`config.mk`:
```
export PLATFORM = sky130hd
export DESIGN_NAME = dropout_mask_scheduler
export DESIGN_NICKNAME = d
export VERILOG_FILES = /design/src/rtl/dropout_pkg.sv /design/src/rtl/dropout_lfsr.sv /design/src/rtl/dropout_mask_scheduler.sv
export SDC_FILE = /design/constraint.sdc
export NUM_CORES = 1
export LEC_CHECK = 0
export BUFFER_PORTS_ARGS = -buffer_cell sky130_fd_sc_hd__buf_2
export CAP_MARGIN = 15
export CORE_ASPECT_RATIO = 0.6
export CORE_MARGIN = 2
export CORE_UTILIZATION = 45
export DETAILED_ROUTE_END_ITERATION = 6
export PLACE_DENSITY = 0.73
export SYNTH_ARGS = -nofsm -noshare
export SYNTH_HDL_FRONTEND = slang
export SYNTH_SLANG_ARGS = --single-unit
```
`constraint.sdc`:
```
create_clock -name clk -period 1.7 [get_ports clk]
set_clock_uncertainty 0.1 [all_clocks]
set_input_delay 0.085 -clock clk [delete_from_list [all_inputs] [get_ports clk]]
set_output_delay 0.085 -clock clk [all_outputs]
set_load 0.03 [all_outputs]
```
`src/rtl/dropout_pkg.sv`:
```
// rtl/dropout_pkg.sv - shared types, constants and helpers for the dropout mask scheduler
package dropout_pkg;

    typedef enum logic [1:0] {
        IDLE = 2'd0,
        GEN  = 2'd1,
        HOLD = 2'd2
    } state_t;

    localparam logic [15:0] LFSR_TAPS    = 16'hB400;
    localparam logic [15:0] DEFAULT_SEED = 16'hACE1;

    // Number of dropped lanes (zero bits) in an 8-lane keep mask.
    function automatic logic [3:0] count_zeros(input logic [7:0] m);
        logic [3:0] n;
        n = 4'd0;
        for (int i = 0; i < 8; i++) begin
            n = n + {3'd0, ~m[i]};
        end
        return n;
    endfunction

endpackage

```
`src/rtl/dropout_lfsr.sv`:
```
// rtl/dropout_lfsr.sv - Galois right-shift LFSR with load and step enables
//   Ports: clk, rst_n (async, active-low), i_load/i_load_val (load has priority),
//   i_step (advance one state), o_byte (low 8 bits used for the drop decision).
module dropout_lfsr
    import dropout_pkg::*;
#(
    parameter int          W    = 16,
    parameter logic [W-1:0] TAPS = LFSR_TAPS,
    parameter logic [W-1:0] SEED = DEFAULT_SEED
) (
    input  logic         clk,
    input  logic         rst_n,
    input  logic         i_load,
    input  logic [W-1:0] i_load_val,
    input  logic         i_step,
    output logic [7:0]   o_byte
);

    logic [W-1:0] r_lfsr;

    always_ff @(posedge clk or negedge rst_n) begin
        if (!rst_n) begin
            r_lfsr <= SEED;
        end else if (i_load) begin
            r_lfsr <= i_load_val;
        end else if (i_step) begin
            r_lfsr <= (r_lfsr >> 1) ^ (r_lfsr[0] ? TAPS : '0);
        end
    end

    assign o_byte = r_lfsr[7:0];

endmodule

```
`src/rtl/dropout_mask_scheduler.sv`:
```
// rtl/dropout_mask_scheduler.sv - per-sample 8-lane dropout keep-mask generator
//   Ports: clk, rst_n (async, active-low), ena (freeze), train_mode, drop_thr,
//   seed_load/seed_val, req_valid/req_ready (request handshake),
//   mask_valid/mask/mask_ready (mask handshake), busy, drop_count.
//   Optional macro DROPOUT_STATS_EN builds the saturating dropped-lane counter;
//   without it drop_count is tied to zero.
module dropout_mask_scheduler
    import dropout_pkg::*;
#(
    parameter int               LANES  = 8,
    parameter int               LFSR_W = 16,
    parameter logic [LFSR_W-1:0] SEED  = DEFAULT_SEED
) (
    input  logic              clk,
    input  logic              rst_n,
    input  logic              ena,
    input  logic              train_mode,
    input  logic [7:0]        drop_thr,
    input  logic              seed_load,
    input  logic [LFSR_W-1:0] seed_val,
    input  logic              req_valid,
    output logic              req_ready,
    output logic              mask_valid,
    output logic [LANES-1:0]  mask,
    input  logic              mask_ready,
    output logic              busy,
    output logic [15:0]       drop_count
);

    localparam int IDX_W = $clog2(LANES);

    state_t             r_state;
    state_t             w_next;
    logic [IDX_W-1:0]   r_idx;
    logic [7:0]         r_thr;
    logic [LANES-1:0]   r_mask;
    logic [7:0]         w_lfsr_byte;
    logic               w_idle;
    logic               w_accept;
    logic               w_seed_ld;
    logic               w_step;
    logic               w_keep;
    logic [LFSR_W-1:0]  w_seed;

    assign w_idle    = (r_state == IDLE);
    assign w_accept  = ena & w_idle & req_valid;
    // A seed load shares the IDLE cycle with an acceptance; GEN starts on the
    // following edge, so the first step already sees the new seed.
    assign w_seed_ld = ena & w_idle & seed_load;
    assign w_step    = ena & (r_state == GEN);
    assign w_keep    = (w_lfsr_byte >= r_thr);
    assign w_seed    = (seed_val == '0) ? SEED : seed_val;

    dropout_lfsr #(
        .W    (LFSR_W),
        .TAPS (LFSR_TAPS),
        .SEED (SEED)
    ) u_lfsr (
        .clk        (clk),
        .rst_n      (rst_n),
        .i_load     (w_seed_ld),
        .i_load_val (w_seed),
        .i_step     (w_step),
        .o_byte     (w_lfsr_byte)
    );

    always_ff @(posedge clk or negedge rst_n) begin
        if (!rst_n) begin
            r_state <= IDLE;
        end else begin
            r_state <= w_next;
        end
    end

    always_comb begin
        w_next     = r_state;
        req_ready  = ena & w_idle;
        mask_valid = (r_state == HOLD);
        busy       = !w_idle;
        case (r_state)
            IDLE: if (w_accept) w_next = train_mode ? GEN : HOLD;
            GEN:  if (ena && (r_idx == IDX_W'(LANES - 1))) w_next = HOLD;
            HOLD: if (ena && mask_ready) w_next = IDLE;
            default: w_next = IDLE;
        endcase
    end

    // Lane index, latched threshold and mask; the mask bits are rebuilt one
    // lane per GEN cycle, so stale bits from the last sample are overwritten.
    always_ff @(posedge clk or negedge rst_n) begin
        if (!rst_n) begin
            r_idx  <= '0;
            r_thr  <= 8'd0;
            r_mask <= '1;
        end else if (w_accept) begin
            r_idx <= '0;
            r_thr <= drop_thr;
            if (!train_mode) begin
                r_mask <= '1;
            end
        end else if (w_step) begin
            r_mask[r_idx] <= w_keep;
            r_idx         <= r_idx + 1'b1;
        end
    end

    assign mask = r_mask;

`ifdef DROPOUT_STATS_EN
    logic [15:0] r_drop_count;
    logic [16:0] w_sum;

    assign w_sum = {1'b0, r_drop_count} + {13'd0, count_zeros(r_mask)};

    always_ff @(posedge clk or negedge rst_n) begin
        if (!rst_n) begin
            r_drop_count <= 16'h0000;
        end else if (w_seed_ld) begin
            r_drop_count <= 16'h0000;
        end else if (ena && (r_state == HOLD) && mask_ready) begin
            r_drop_count <= w_sum[16] ? 16'hFFFF : w_sum[15:0];
        end
    end

    assign drop_count = r_drop_count;
`else
    assign drop_count = 16'h0000;
`endif

endmodule
```
==> flow_summary.yaml <==
run_status:
  status: "finished, violations left"
  violations: "setup timing"
power:
  powerDensity_nw_per_um2: 1710
  power.leakage_uw: 0.00147
  irDropWorstVdd_mv: 0.905
  total_power_uw: 5110
floorplan:
  die_w_um: 94
  die_y_um: 58
  rows: 19
  core-area_um2: 4640
  io_pins: 58
  die_area_um2: 5450
  initial_core_util: 0.472
final_layout:
  layout.cells.non_filler: 375
  final_util: 0.646
  nets: 352
  multiInputGateArea_um2: 1200
  fill_cells: 403
  final_cell_mix: "buf_2 (41), dlygate4sd3_1 (25), nand2_1 (24)"
  drive_gt1_frac: 0.337
  area_growth_pct: 36.9
  n_antenna_cell: 0
  register_area_um2: 946
  final_common_cell: "buf_2"
routing:
  avgRoutedWirePerCell_um: 14.3
  vias: 1894
  firstDrtPassIters: 4
  drc_errors: 0
  via_per_inst: 5.05
  wirelength_um: 5370
  drtIter0Drc: 106
  final_antenna_net_count: 0
synthesis:
  synthMuxAreaShare: 0.0549
  seq_area_frac_synth: 0.432
  synth-adder-area-share: 0.0572
  netlist_instances: 227
  synth_area_um2: 2190
  ys_warn_count: 0
  synth_edf_count: 0
  yosys.cell_types.count: 39
  synth_xor_area_frac: 0.0160
  synth_area_leader_cell: "dfrtp_1"
  synth_compound_area_frac: 0.179
  async_flop_share: 1.00
  synth_area_leaders: "dfrtp_1 (24%), dfstp_2 (19%), buf_4 (6.5%), ha_1 (5.7%), mux2i_1 (5.5%)"
  yosysTopAreaCellShare: 0.240
  ys.flop_type: "dfrtp_1"
  ys_ff_latch: 37
  synth_top_family_by_area: "compound AO/OA/AOI/OAI gates"
  synthSimpleGateAreaFrac: 0.152
  syn_avg_cell_area_um2: 9.63
run:
  cap_violations: 0
setup_path:
  criticalPathCategory: "reg -> reg"
  crit_fanout: 7
  end_kind: "register"
  required_ps: 1790
  worstPathArrival_ps: 1940
  start_kind: "register"
grt:
  grt_use_total: 0.207
  grt_start_max_net_pins: 38
  grt_pass1_wl_um: 8620
  antenna_found_initial: 0
  grt.overflow.total: 0
  grt_pass1_vias: 1785
timing:
  fin_tns_setup_ps: -731
  period_minus_slack_ps: 1850
  clock.fmax_mhz: 542
  fin_crit_sh: 1.09
  final-max-slew-violation-count: 0
  rsz0062_at_grt: "true"
  fin_ws_ps: -145
  setup_viol: 8
  hold_viol: 0
place:
  place_congestion: 0.796
  place_inst: 335
  dpl_worst_slack_ps: -192
  portBuffers: 41
  hpwl_um: 3620
cts:
  numCtsBuffers: 5
  cts_tree: "done"
  clockBufferDepth: 2
  clock-root-buffer: "clkbuf_8"
  cts_max_level: 2
  clk_latency_ps: 290
  clkSinkCount: 37
  clk_pin_slew_ps: 70
hold_path:
  holdCritPathClass: "in -> reg"
==> state kept, by name (all words and copies together), names as in the netlist <==
signal,cells
r_state,2
r_thr,8
u_lfsr.r_lfsr,16
r_idx,3
mask,8
==> cell usage after synthesis (2+ instances only) <==
cell,count
o211a_1,2
nor4_1,4
and3_1,3
and3b_1,2
a31oi_1,7
ha_1,10
inv_1,13
or2_1,2
buf_4,19
mux2i_1,12
o21ai_1,11
clkbuf_1,3
xnor2_1,3
a2bb2oi_1,8
nand2b_1,2
nor2_1,14
nand2_1,25
o21ai_0,13
dfrtp_1,21
a21oi_1,12
buf_2,4
a32oi_1,2
dfstp_2,16
nor2b_1,4
==> kinds of logic after synthesis <==
kind of cell / Yosys count
DFF: 37
AOI/OAI and AO/OA: 59
adders and majority gates: 10
other: 1
buffers and inverters: 40
muxes: 12
and+or+nand+nor: 64
xor gates and xnor gates: 4
==> path summary, 6_finish.rpt <==
| kind | from | end | slack (ps) | depth (start not counted) |
|---|---|---|---|---|
| setup reg to reg | r_thr[1]$_DFFE_PN0P_ | mask[4]$_DFFE_PN1P_ | -150 | 7 |
| min in group asynchronous | rst_n | u_lfsr.r_lfsr[3]$_DFFE_PN0P_ | 270 | 3 |
| max in group asynchronous | rst_n | u_lfsr.r_lfsr[0]$_DFFE_PN1P_ | 870 | 3 |
| hold reg to reg | mask[0]$_DFFE_PN1P_ | mask[0]$_DFFE_PN1P_ | 360 | 2 |
| hold / removal | mask_ready | r_state[1]$_DFFE_PN0P_ | 40 | 4 |
| setup / recovery | r_thr[1]$_DFFE_PN0P_ | mask[4]$_DFFE_PN1P_ | -150 | 7 |
==> area by class of cell <==
| type | instances | area share |
|---|---|---|
| clock buffers | 6 | 0.0242 |
| clock inverters | 2 | 0.00334 |
| inverters | 13 | 0.0163 |
| multi-input cells | 165 | 0.402 |
| flip-flops and latches | 37 | 0.316 |
| well taps | 63 | 0.0263 |
| repair buffers | 89 | 0.212 |
==> metrics by stage <==
step                area (µm²)  hold WS, ps
global placement          2490         57.9
global route              2990         52.3
detailed placement        2490         59.6
floorplan                 2270         -311
CTS                       2890         33.3
finish                    2990         36.6
==> worst max-delay path, stage by stage, from the launching register on <==
cell and delay, ps:
dfrtp_1 390, inv_2 90, ha_4 200, nor2b_4 120, o211a_1 240, o311ai_4 300
buf_6 180, a41oi_2 120
==> power by group <==
| part | internal (µW) | switching, µW |
|---|---|---|
| registers | 1400 | 333 |
| logic | 1320 | 1460 |
| clock network | 284 | 311 |
==> routing by layer <==
layer	routed length (µm)	global-route usage	up-vias	part of all wire
li1	-	-	931	-
met3	268	0.0468	5	0.050
met5	0	0	-	0
met2	2280	0.291	54	0.42
met4	34	0.0497	0	0.0063
met1	2780	0.322	904	0.52
==> what timing repair did <==
action | 4_1_cts | 5_1_grt
setup endpoints to repair | 8 | 16
hold endpoints to repair | 45 | 0
pin swaps | 5 | 7
resized for setup | 6 | 10
hold buffers | 25 | 0
setup buffers | 4 | 3
No activity file was read; power rests on OpenSTA's default activity.
